<file path="src/rtl/vector_mem_sequencer.sv">
// vector_mem_sequencer: stalls decode and injects per-element load/store beats for vector memory ops.
// Optional watchdog abort on a stuck memory port is enabled by defining VSEQ_TIMEOUT_EN.
`default_nettype none

module vector_mem_sequencer #(
  parameter int VLEN    = 4,
  parameter int IDX_W   = 4,
  parameter int TIMEOUT = 16
) (
  input  logic             clk,
  input  logic             rst,
  input  logic [1:0]       instruction_type_i,
  input  logic [4:0]       opcode_i,
  input  logic             mem_ready_i,
  output logic             stall_o,
  output logic             inj_valid_o,
  output logic [1:0]       inj_type_o,
  output logic [4:0]       inj_opcode_o,
  output logic [IDX_W-1:0] elem_idx_o,
  output logic             busy_o,
  output logic             done_o,
  output logic             error_o
);

  typedef enum logic [1:0] {
    S_IDLE  = 2'd0,
    S_BURST = 2'd1,
    S_HOLD  = 2'd2
  } state_t;

  localparam logic [4:0]       OP_LOAD   = 5'b00110;
  localparam logic [4:0]       OP_STORE  = 5'b00111;
  localparam logic [4:0]       OP_BUBBLE = 5'b00101;
  localparam logic [1:0]       TYPE_INJ  = 2'b01;
  localparam logic [IDX_W-1:0] LAST_IDX  = IDX_W'(VLEN - 1);

  state_t           state_q, state_d;
  logic             dir_q, dir_d;
  logic [IDX_W-1:0] idx_q, idx_d;
  logic             vec_hit;
  logic             timeout_hit;

  assign vec_hit = (instruction_type_i == 2'b00) && opcode_i[4];

`ifdef VSEQ_TIMEOUT_EN
  localparam int             CNT_W    = $clog2(TIMEOUT + 1);
  localparam logic [CNT_W-1:0] CNT_LAST = CNT_W'(TIMEOUT - 1);

  logic [CNT_W-1:0] cnt_q, cnt_d;
  logic             error_q, error_d;
  logic             unused_ok;

  // Counts consecutive not-ready cycles of the active burst; fires on the TIMEOUT-th one.
  assign timeout_hit = (state_q != S_IDLE) && !mem_ready_i && (cnt_q == CNT_LAST);

  always_comb begin
    cnt_d   = '0;
    error_d = error_q | timeout_hit;
    if ((state_q != S_IDLE) && !mem_ready_i && !timeout_hit) begin
      cnt_d = cnt_q + 1'b1;
    end
  end

  always_ff @(posedge clk) begin
    if (rst) begin
      cnt_q   <= '0;
      error_q <= 1'b0;
    end else begin
      cnt_q   <= cnt_d;
      error_q <= error_d;
    end
  end

  assign error_o   = error_q;
  assign unused_ok = &{1'b0, opcode_i[2:0]};
`else
  logic unused_ok;

  assign timeout_hit = 1'b0;
  assign error_o     = 1'b0;
  assign unused_ok   = &{1'b0, opcode_i[2:0], TIMEOUT[0]};
`endif

  always_ff @(posedge clk) begin
    if (rst) begin
      state_q <= S_IDLE;
      dir_q   <= 1'b0;
      idx_q   <= '0;
    end else begin
      state_q <= state_d;
      dir_q   <= dir_d;
      idx_q   <= idx_d;
    end
  end

  always_comb begin
    state_d      = state_q;
    dir_d        = dir_q;
    idx_d        = idx_q;
    stall_o      = 1'b0;
    inj_valid_o  = 1'b0;
    inj_type_o   = 2'b00;
    inj_opcode_o = 5'b00000;
    done_o       = 1'b0;

    case (state_q)
      S_IDLE: begin
        idx_d = '0;
        // The instruction sitting in decode performs beat 0 itself.
        if (vec_hit) begin
          stall_o = 1'b1;
          dir_d   = opcode_i[3];
          idx_d   = IDX_W'(1);
          state_d = S_BURST;
        end
      end

      S_BURST, S_HOLD: begin
        stall_o    = 1'b1;
        inj_type_o = TYPE_INJ;
        if (mem_ready_i) begin
          inj_valid_o  = 1'b1;
          inj_opcode_o = dir_q ? OP_STORE : OP_LOAD;
          if (idx_q == LAST_IDX) begin
            done_o  = 1'b1;
            idx_d   = '0;
            state_d = S_IDLE;
          end else begin
            idx_d   = idx_q + 1'b1;
            state_d = S_BURST;
          end
        end else begin
          inj_opcode_o = OP_BUBBLE;
          if (timeout_hit) begin
            idx_d   = '0;
            state_d = S_IDLE;
          end else begin
            state_d = S_HOLD;
          end
        end
      end

      default: begin
        idx_d   = '0;
        state_d = S_IDLE;
      end
    endcase
  end

  assign elem_idx_o = idx_q;
  assign busy_o     = (state_q != S_IDLE);

endmodule

`default_nettype wire

</file>
<file path="config.mk">
export PLATFORM = sky130hd
export DESIGN_NAME = vector_mem_sequencer
export DESIGN_NICKNAME = d
export VERILOG_FILES = /design/src/rtl/vector_mem_sequencer.sv
export SDC_FILE = /design/constraint.sdc
export NUM_CORES = 1
export LEC_CHECK = 0
export ABC_AREA = 0
export ABC_CLOCK_PERIOD_IN_PS = 1850
export CAP_MARGIN = 15
export CORE_AREA = 2 2 39 41
export CTS_CLUSTER_DIAMETER = 40
export DETAILED_ROUTE_END_ITERATION = 10
export DIE_AREA = 0 0 41 43
export PLACE_DENSITY = 0.86
export SYNTH_ARGS = -nofsm -noshare
export SYNTH_HDL_FRONTEND = slang
export SYNTH_SLANG_ARGS = --single-unit
</file>
<file path="constraint.sdc">
create_clock -name clk -period 1.85 [get_ports clk]
set_clock_uncertainty 0.05 [all_clocks]
set_input_delay 0.37 -clock clk [delete_from_list [all_inputs] [get_ports clk]]
set_output_delay 0.37 -clock clk [all_outputs]
set_load 0.1 [all_outputs]
</file>
Word-level counts from Yosys, hierarchy flattened:

Index checks and enable logic that the tools add are counted.

* add/subtract/negate cells: 1
* equality and inequality tests: 5
* multiplexer cells: 19
* reductions and logical operators: 6

Operator list (number)
* $mux W1: 10
* $mux W4: 2
* $pmux W4 S2: 1
* $mux W2: 3
* $add A4 B1 Y4 const B: 1
* $eq A4 B2 Y1 const B: 1
* $logic_not A2 Y1: 2
* $ne A2 B2 Y1 const B: 2
* $pmux W2 S2: 1
* $mux W3: 1
* $eq A2 B1 Y1 const B: 1
* $eq A2 B2 Y1 const B: 1
* $pmux W1 S2: 1
* $reduce_and A2 Y1: 1
* $reduce_bool A2 Y1: 1
* $reduce_or A2 Y1: 1
* $logic_and A1 B1 Y1: 1

* bits in registers: 7
* input bits: 10
* output and inout port bits: 16
* word-level logic and storage cells: 34

Longest topological paths before layout:

Gate-level depths: netlist of the first run.

* depth after elaboration: 4
* depth in mapped cells: 5
* mapped depth without buffers: 5

Worst setup path before layout of the first run:

No wires, ideal clock.

* kind: register to output
* from: register state_q[1]
* to: output inj_opcode_o[0]
* arrival: 3.592 ns
* required time: 1.430 ns
* slack: -2.162 ns
* cell stages (with the launch flop): 4
* path buffers: 0
* cells stage by stage: dfxtp_1 inv_1 ha_1 a21boi_0

* longest elaborated chain between the ends: 3
* elaborated cells on any way between the ends: 4
* classes of those cells: eq/ne: 2; mux: 1; reduce/logical: 1

RTL lines
* from (decl): line 37 `state_t state_q, state_d;`
* from (signal assigned): line 90 `state_q <= state_d;`
* $eq A2 B1 Y1 / $eq A2 B2 Y1 (equally long branches): line 106 `case (state_q)`
* $reduce_or A2 Y1 *: line 106
* $mux W3 *: line 106
* to (decl): line 18 `output logic [4:0] inj_opcode_o,`

Mark *: on every way between the ends. The rest lies on a longest branch, timed or not.

Worst setup path in the final report of the first run:

* from: register idx_q[1], in the netlist elem_idx_o[1]
* to: output done_o

* longest elaborated chain between the ends: 4

RTL lines
* from (decl): line 39 `logic [IDX_W-1:0] idx_q, idx_d;`
* from (signal assigned): line 92 `idx_q <= idx_d;`
* $eq A4 B2 Y1: line 124 `if (idx_q == LAST_IDX) begin`
* $mux W1: line 124
* $mux W1: line 121 `if (mem_ready_i) begin`
* $mux W1: line 106
* to (decl): line 21 `output logic done_o,`

Every way passes these cells.

==> impl_metrics.json, run 1 <==
{
  "status": "completed",
  "slowest_stage": "or3b_4",
  "r2r_end": "state_q[1]",
  "ys_seq_elements": 7,
  "ant_nets": 0,
  "gr-usage-all-layers_pct": 18.29,
  "max_freq_mhz": 544.7,
  "final_hold_viol_count": 0,
  "syn_inst": 58,
  "yosys_warnings": 0,
  "dr.pass1.iters": 5,
  "ir_drop_uv": 609.5,
  "finalSetupViolations": 0,
  "layout-drive-gt1-share_pct": 49.41,
  "path_clk_slew_ns": 0.05,
  "crit_end": "done_o",
  "path_class": "register to output port",
  "syn2layout_area_growth_pct": 94.52,
  "die_x_um": 41,
  "synth_area_um2": 479.2,
  "final_cell_mix": "buf_12 (12), buf_4 (8)",
  "crit_required_ns": 1.43,
  "period_minus_slack_ns": 1.836,
  "die-area_um2": 1763,
  "drc": 0,
  "finish.utilization_pct": 67.36,
  "core-area_um2": 1384,
  "clock_latency_ns": 0.25,
  "clock_sinks": 7,
  "power.leakage_nw": 0.3698,
  "setup_tns_ns": 0,
  "nNetsFinal": 99,
  "avgViaCountPerCell": 4.941,
  "ys_types": 26,
  "yosys.area.top_type": "dfxtp_1",
  "routedWlPerCell_um": 12.92,
  "grt_max_degree": 9,
  "ys_top_cells_by_area": "dfxtp_1 (29%), buf_4 (9.4%), ha_1 (7.8%)",
  "hold_depth": 2,
  "overflow": 0,
  "vias": 499,
  "max_stage_delay_ns": 0.39,
  "hold_ws_ns": 0.4334,
  "num_io_pins": 26,
  "ys_seq_area_share_pct": 29.24,
  "rows": 14,
  "critPathBufInv": 1,
  "reg2reg_depth": 5,
  "slew_violations": 0,
  "numCtsBuffers": 3,
  "antenna_cells": 0,
  "syn_avg_cell_area_um2": 8.262,
  "path_cells": "ha_4, or3b_4, nor2_4, buf_12",
  "htreeDepth": 1,
  "postPlaceCellArea_um2": 857.1,
  "r2r_setup_slack_ns": 0.37,
  "port_buffers": 18,
  "design_area_um2": 932.1,
  "final_common_cell": "buf_12",
  "grt_pass1_vias": 520,
  "power_density_nw_per_um2": 1215,
  "fill_cells": 112,
  "hpwl_um": 1004,
  "dieHeight_um": 43,
  "critPathLaunchType": "register",
  "end_kind": "output port",
  "r2r_start": "state_q[1]",
  "cts_buffer_depth": 2,
  "rsz0062_at_grt": "yes",
  "cp.arrival_ns": 1.42,
  "cap_violations": 0,
  "finalCritPeriodShare_pct": 99.24,
  "antenna_found_initial": 0,
  "crit_start": "elem_idx_o[1]",
  "worstPathMaxFanout": 3,
  "cts-root-buf": "clkbuf_4",
  "total_power_w": 0.001133,
  "synth_top_area_share_pct": 29.24,
  "gp_congestion": 0.7674,
  "drt_iter0_markers": 2,
  "finalWirelength_um": 1305,
  "hold_path_class": "register to register",
  "initial_core_util_pct": 34.63,
  "path_delay_family": "simple AND/OR/NAND/NOR gates",
  "crit_cells": 4,
  "tritoncts": "built",
  "grt_pass1_wl_um": 2125
}
==> power breakdown <==
group | internal, W | switching, W
registers | 0.000167 | 0.0000116
logic | 0.000292 | 0.000521
clock network | 0.0000824 | 0.0000580
total | 0.000542 | 0.000590
==> synthesized netlist by cell type <==
| master | n |
|---|---|
| dfxtp_1 | 7 |
| inv_1 | 7 |
| buf_4 | 6 |
| nor2_1 | 6 |
| ha_1 | 3 |
| nand2_1 | 3 |
| nand3_1 | 3 |
| a21oi_1 | 2 |
| a31oi_1 | 2 |
| mux2i_1 | 2 |
| o21ai_0 | 2 |
| a21bo_1 | 1 |
| a21boi_0 | 1 |
| a22oi_1 | 1 |
| a31o_1 | 1 |
| and3b_1 | 1 |
| and4bb_2 | 1 |
| conb_1 | 1 |
| nand2b_1 | 1 |
| nand3b_1 | 1 |
| nand4bb_1 | 1 |
| nor2b_1 | 1 |
| nor4bb_1 | 1 |
| o41ai_1 | 1 |
| or3b_1 | 1 |
| or3b_4 | 1 |
==> per-layer routing <==
layer | routed length (µm) | global-route usage [%] | share of wire, % | vias to the layer above
li1 | - | - | - | 248
met1 | 482 | 18.39 | 37 | 231
met5 | 0 | 0 | 0 | -
met4 | 27 | 13.33 | 2.1 | 0
met3 | 63 | 3.665 | 4.8 | 3
met2 | 731 | 30.63 | 56 | 17
==> cell families (layout without fill, tap and decap cells) <==
family,Yosys count,in the layout,synth area share (%)
simple gates,21,21,27.42
compound gates,11,11,15.67
fa+ha+maj,3,3,7.834
flops,7,7,29.24
mux,2,2,4.178
other cells,1,4,0.7825
buf+inv,13,37,14.88
==> tightest hold or removal path, cell delays in order (launching register included) <==
cell and delay (ns):
dfxtp_2 0.33, nand3_1 0.06, a21oi_1 0.05
==> repair_timing <==
| action | CTS | global route |
|---|---|---|
| hold buffers | 0 | 0 |
| endpoints found under the setup margin | 5 | 2 |
| endpoints found under the hold margin | 0 | 0 |
| gates resized for setup | 8 | 0 |
| pin swaps | 4 | 2 |
| buffers inserted | 5 | 1 |
| gates cloned | 0 | 0 |
==> registers in the layout, summed over array words and instances (netlist names) <==
name,cells
elem_idx_o,4
dir_q,1
state_q,2
==> final cells by class <==
| type | count | area [µm²] | share of cell area (%) |
|---|---|---|---|
| Sequential cell | 7 | 152.6 | 16.38 |
| Multi-Input combinational cell | 41 | 347.8 | 37.32 |
| Inverter | 7 | 30.03 | 3.221 |
| Tap cell | 16 | 20.02 | 2.148 |
| Clock buffer | 4 | 26.28 | 2.819 |
| Timing Repair Buffer | 26 | 355.3 | 38.12 |
==> through the flow <==
| stage | setup WS [ns] | std cells |
|---|---|---|
| detailed placement | -0.08924 | 91 |
| global route | -0.01800 | 101 |
| global placement | -0.03998 | 91 |
| floorplan | -0.2117 | 61 |
| finish | 0.01399 | 101 |
| CTS | 0.002792 | 100 |
==> worst min-delay path by stage <==
stage          startpoint    endpoint  slack [ns]
2_1_floorplan         rst  state_q[1]        0.38
3_3_place_gp   state_q[1]  state_q[1]        0.42
3_5_place_dp   state_q[1]  state_q[1]        0.43
5_1_grt        state_q[1]  state_q[1]        0.46
6_report       state_q[1]  state_q[1]        0.43
4_1_cts        state_q[1]  state_q[1]        0.43
Note: power is estimated with default switching activity, not from simulation.
==> run 2: changes to the inputs <==
--- a/config.mk
+++ b/config.mk
@@ -12,6 +12,7 @@
 export CTS_CLUSTER_DIAMETER = 40
 export DETAILED_ROUTE_END_ITERATION = 10
 export DIE_AREA = 0 0 41 43
+export MAX_ROUTING_LAYER = met4
 export PLACE_DENSITY = 0.86
 export SYNTH_ARGS = -nofsm -noshare
 export SYNTH_HDL_FRONTEND = slang
==> run 2 against run 1 <==
  * Core utilization unchanged
  * Critical path depth unchanged
  * First-iteration DRC count is the same
  * Design area stayed put
  * Via count stayed put
  * Register-to-register slack hardly changed
  * Largest cell class unchanged
==> impl_metrics.json, run 2 (synthesized netlist as in run 1, its figures left out) <==
{
  "ir_drop_uv": 609.5,
  "htreeDepth": 1,
  "routedWlPerCell_um": 12.92,
  "slew_violations": 0,
  "cp.arrival_ns": 1.42,
  "met3_usage_pct": 3.665,
  "grt_pass1_wl_um": 2125,
  "path_class": "register to output port",
  "hold_depth": 2,
  "worstPathMaxFanout": 3,
  "grt_pass1_vias": 521,
  "largest_reg_flops": 4,
  "antenna_cells": 0,
  "final_cell_mix": "buf_12 (12), buf_4 (8)",
  "path_clk_slew_ns": 0.05,
  "grt_busiest_layer": "met2",
  "port_buffers": 18,
  "gr-usage-all-layers_pct": 18.74,
  "power.leakage_nw": 0.3698,
  "period_minus_slack_ns": 1.836,
  "hold-path-endpoint": "state_q[1]",
  "r2r_end": "state_q[1]",
  "ant_nets": 0,
  "met2_usage_pct": 30.63,
  "hp-start": "state_q[1]",
  "drc": 0,
  "num_io_pins": 26,
  "layout-drive-gt1-share_pct": 49.41,
  "reg2reg_depth": 5,
  "critPathLaunchType": "register",
  "r2r_setup_slack_ns": 0.37,
  "tritoncts": "built",
  "crit_required_ns": 1.43,
  "gp_congestion": 0.7777,
  "antenna_found_initial": 0,
  "avgViaCountPerCell": 4.941,
  "final_common_cell": "buf_12",
  "dp_slack_ns": -0.08924,
  "hold_path_class": "register to register",
  "die_x_um": 41,
  "syn2layout_area_growth_pct": 94.52,
  "dieHeight_um": 43,
  "rows": 14,
  "rsz0062_at_grt": "yes",
  "status": "completed",
  "fin_ws_ns": 0.01399,
  "drt_iter0_markers": 2,
  "cts-root-buf": "clkbuf_4",
  "max_freq_mhz": 544.7,
  "finalSetupViolations": 0,
  "cap_violations": 0,
  "grt_max_degree": 9,
  "die-area_um2": 1763,
  "end_kind": "output port",
  "final_hold_viol_count": 0,
  "overflow": 0,
  "vias": 499,
  "r2r_start": "state_q[1]",
  "initial_core_util_pct": 34.63,
  "finalCritPeriodShare_pct": 99.24,
  "hpwl_um": 1004,
  "finish.utilization_pct": 67.36,
  "gr-usage-met1_pct": 18.39,
  "power_density_nw_per_um2": 1215,
  "clock_latency_ns": 0.25,
  "finalWirelength_um": 1305,
  "numCtsBuffers": 3,
  "core-area_um2": 1384,
  "nNetsFinal": 99,
  "clock_sinks": 7,
  "dr.pass1.iters": 5,
  "cts_buffer_depth": 2
}
run 2: critical path, stage by stage (launching register included):
cell and delay [ns]:
dfxtp_4 0.35, ha_4 0.13, or3b_4 0.39, nor2_4 0.11, buf_12 0.18
run 2: cell type report:
class | instances | area [µm²]
Tap cell | 16 | 20.02
Multi-Input combinational cell | 41 | 347.8
Clock buffer | 4 | 26.28
Fill cell | 112 | 451.7
Sequential cell | 7 | 152.6
Timing Repair Buffer | 26 | 355.3
Inverter | 7 | 30.03
run 2: how the worst max path moves through the flow:
| stage | slack (ns) | from | cells past startpoint | end |
|---|---|---|---|---|
| 2_1_floorplan | -0.21 | state_q[1] | 5 | inj_opcode_o[1] |
| 3_3_place_gp | -0.04 | instruction_type_i[0] | 5 | stall_o |
| 3_5_place_dp | -0.09 | instruction_type_i[0] | 5 | stall_o |
| 4_1_cts | 0.003 | state_q[0] | 6 | stall_o |
| 5_1_grt | -0.02 | elem_idx_o[1] | 4 | done_o |
| 6_report | 0.01 | elem_idx_o[1] | 4 | done_o |
run 2: per-layer routing:
metal,routed length [µm],vias up
li1,-,248
met1,478,231
met2,731,17
met3,67,3
met4,27,0
met5,0,-
run 2: where the power goes:
group	internal, W	switching, W
combinational	0.000292	0.000521
clock	0.0000824	0.0000580
sequential	0.000167	0.0000116
run 2: stage by stage:
step	cell area [µm²]	cells	hold slack (ns)	power, W	TNS (ns)
3_3_place_gp	857.1	91	0.4202	0.0009450	-0.04064
5_1_grt	932.1	101	0.4570	0.001176	-0.01799
4_1_cts	924.6	100	0.4349	0.001141	0
6_report	932.1	101	0.4334	0.001133	0
3_5_place_dp	857.1	91	0.4278	0.0009600	-0.1346
2_1_floorplan	579.3	61	0.3817	0.0007330	-0.5774
run 2: what timing repair did:
action | in CTS | in global routing
pin swaps | 4 | 2
resized for setup | 8 | 0
buffers inserted | 5 | 1
hold buffers | 0 | 0
setup endpoints to repair | 5 | 2
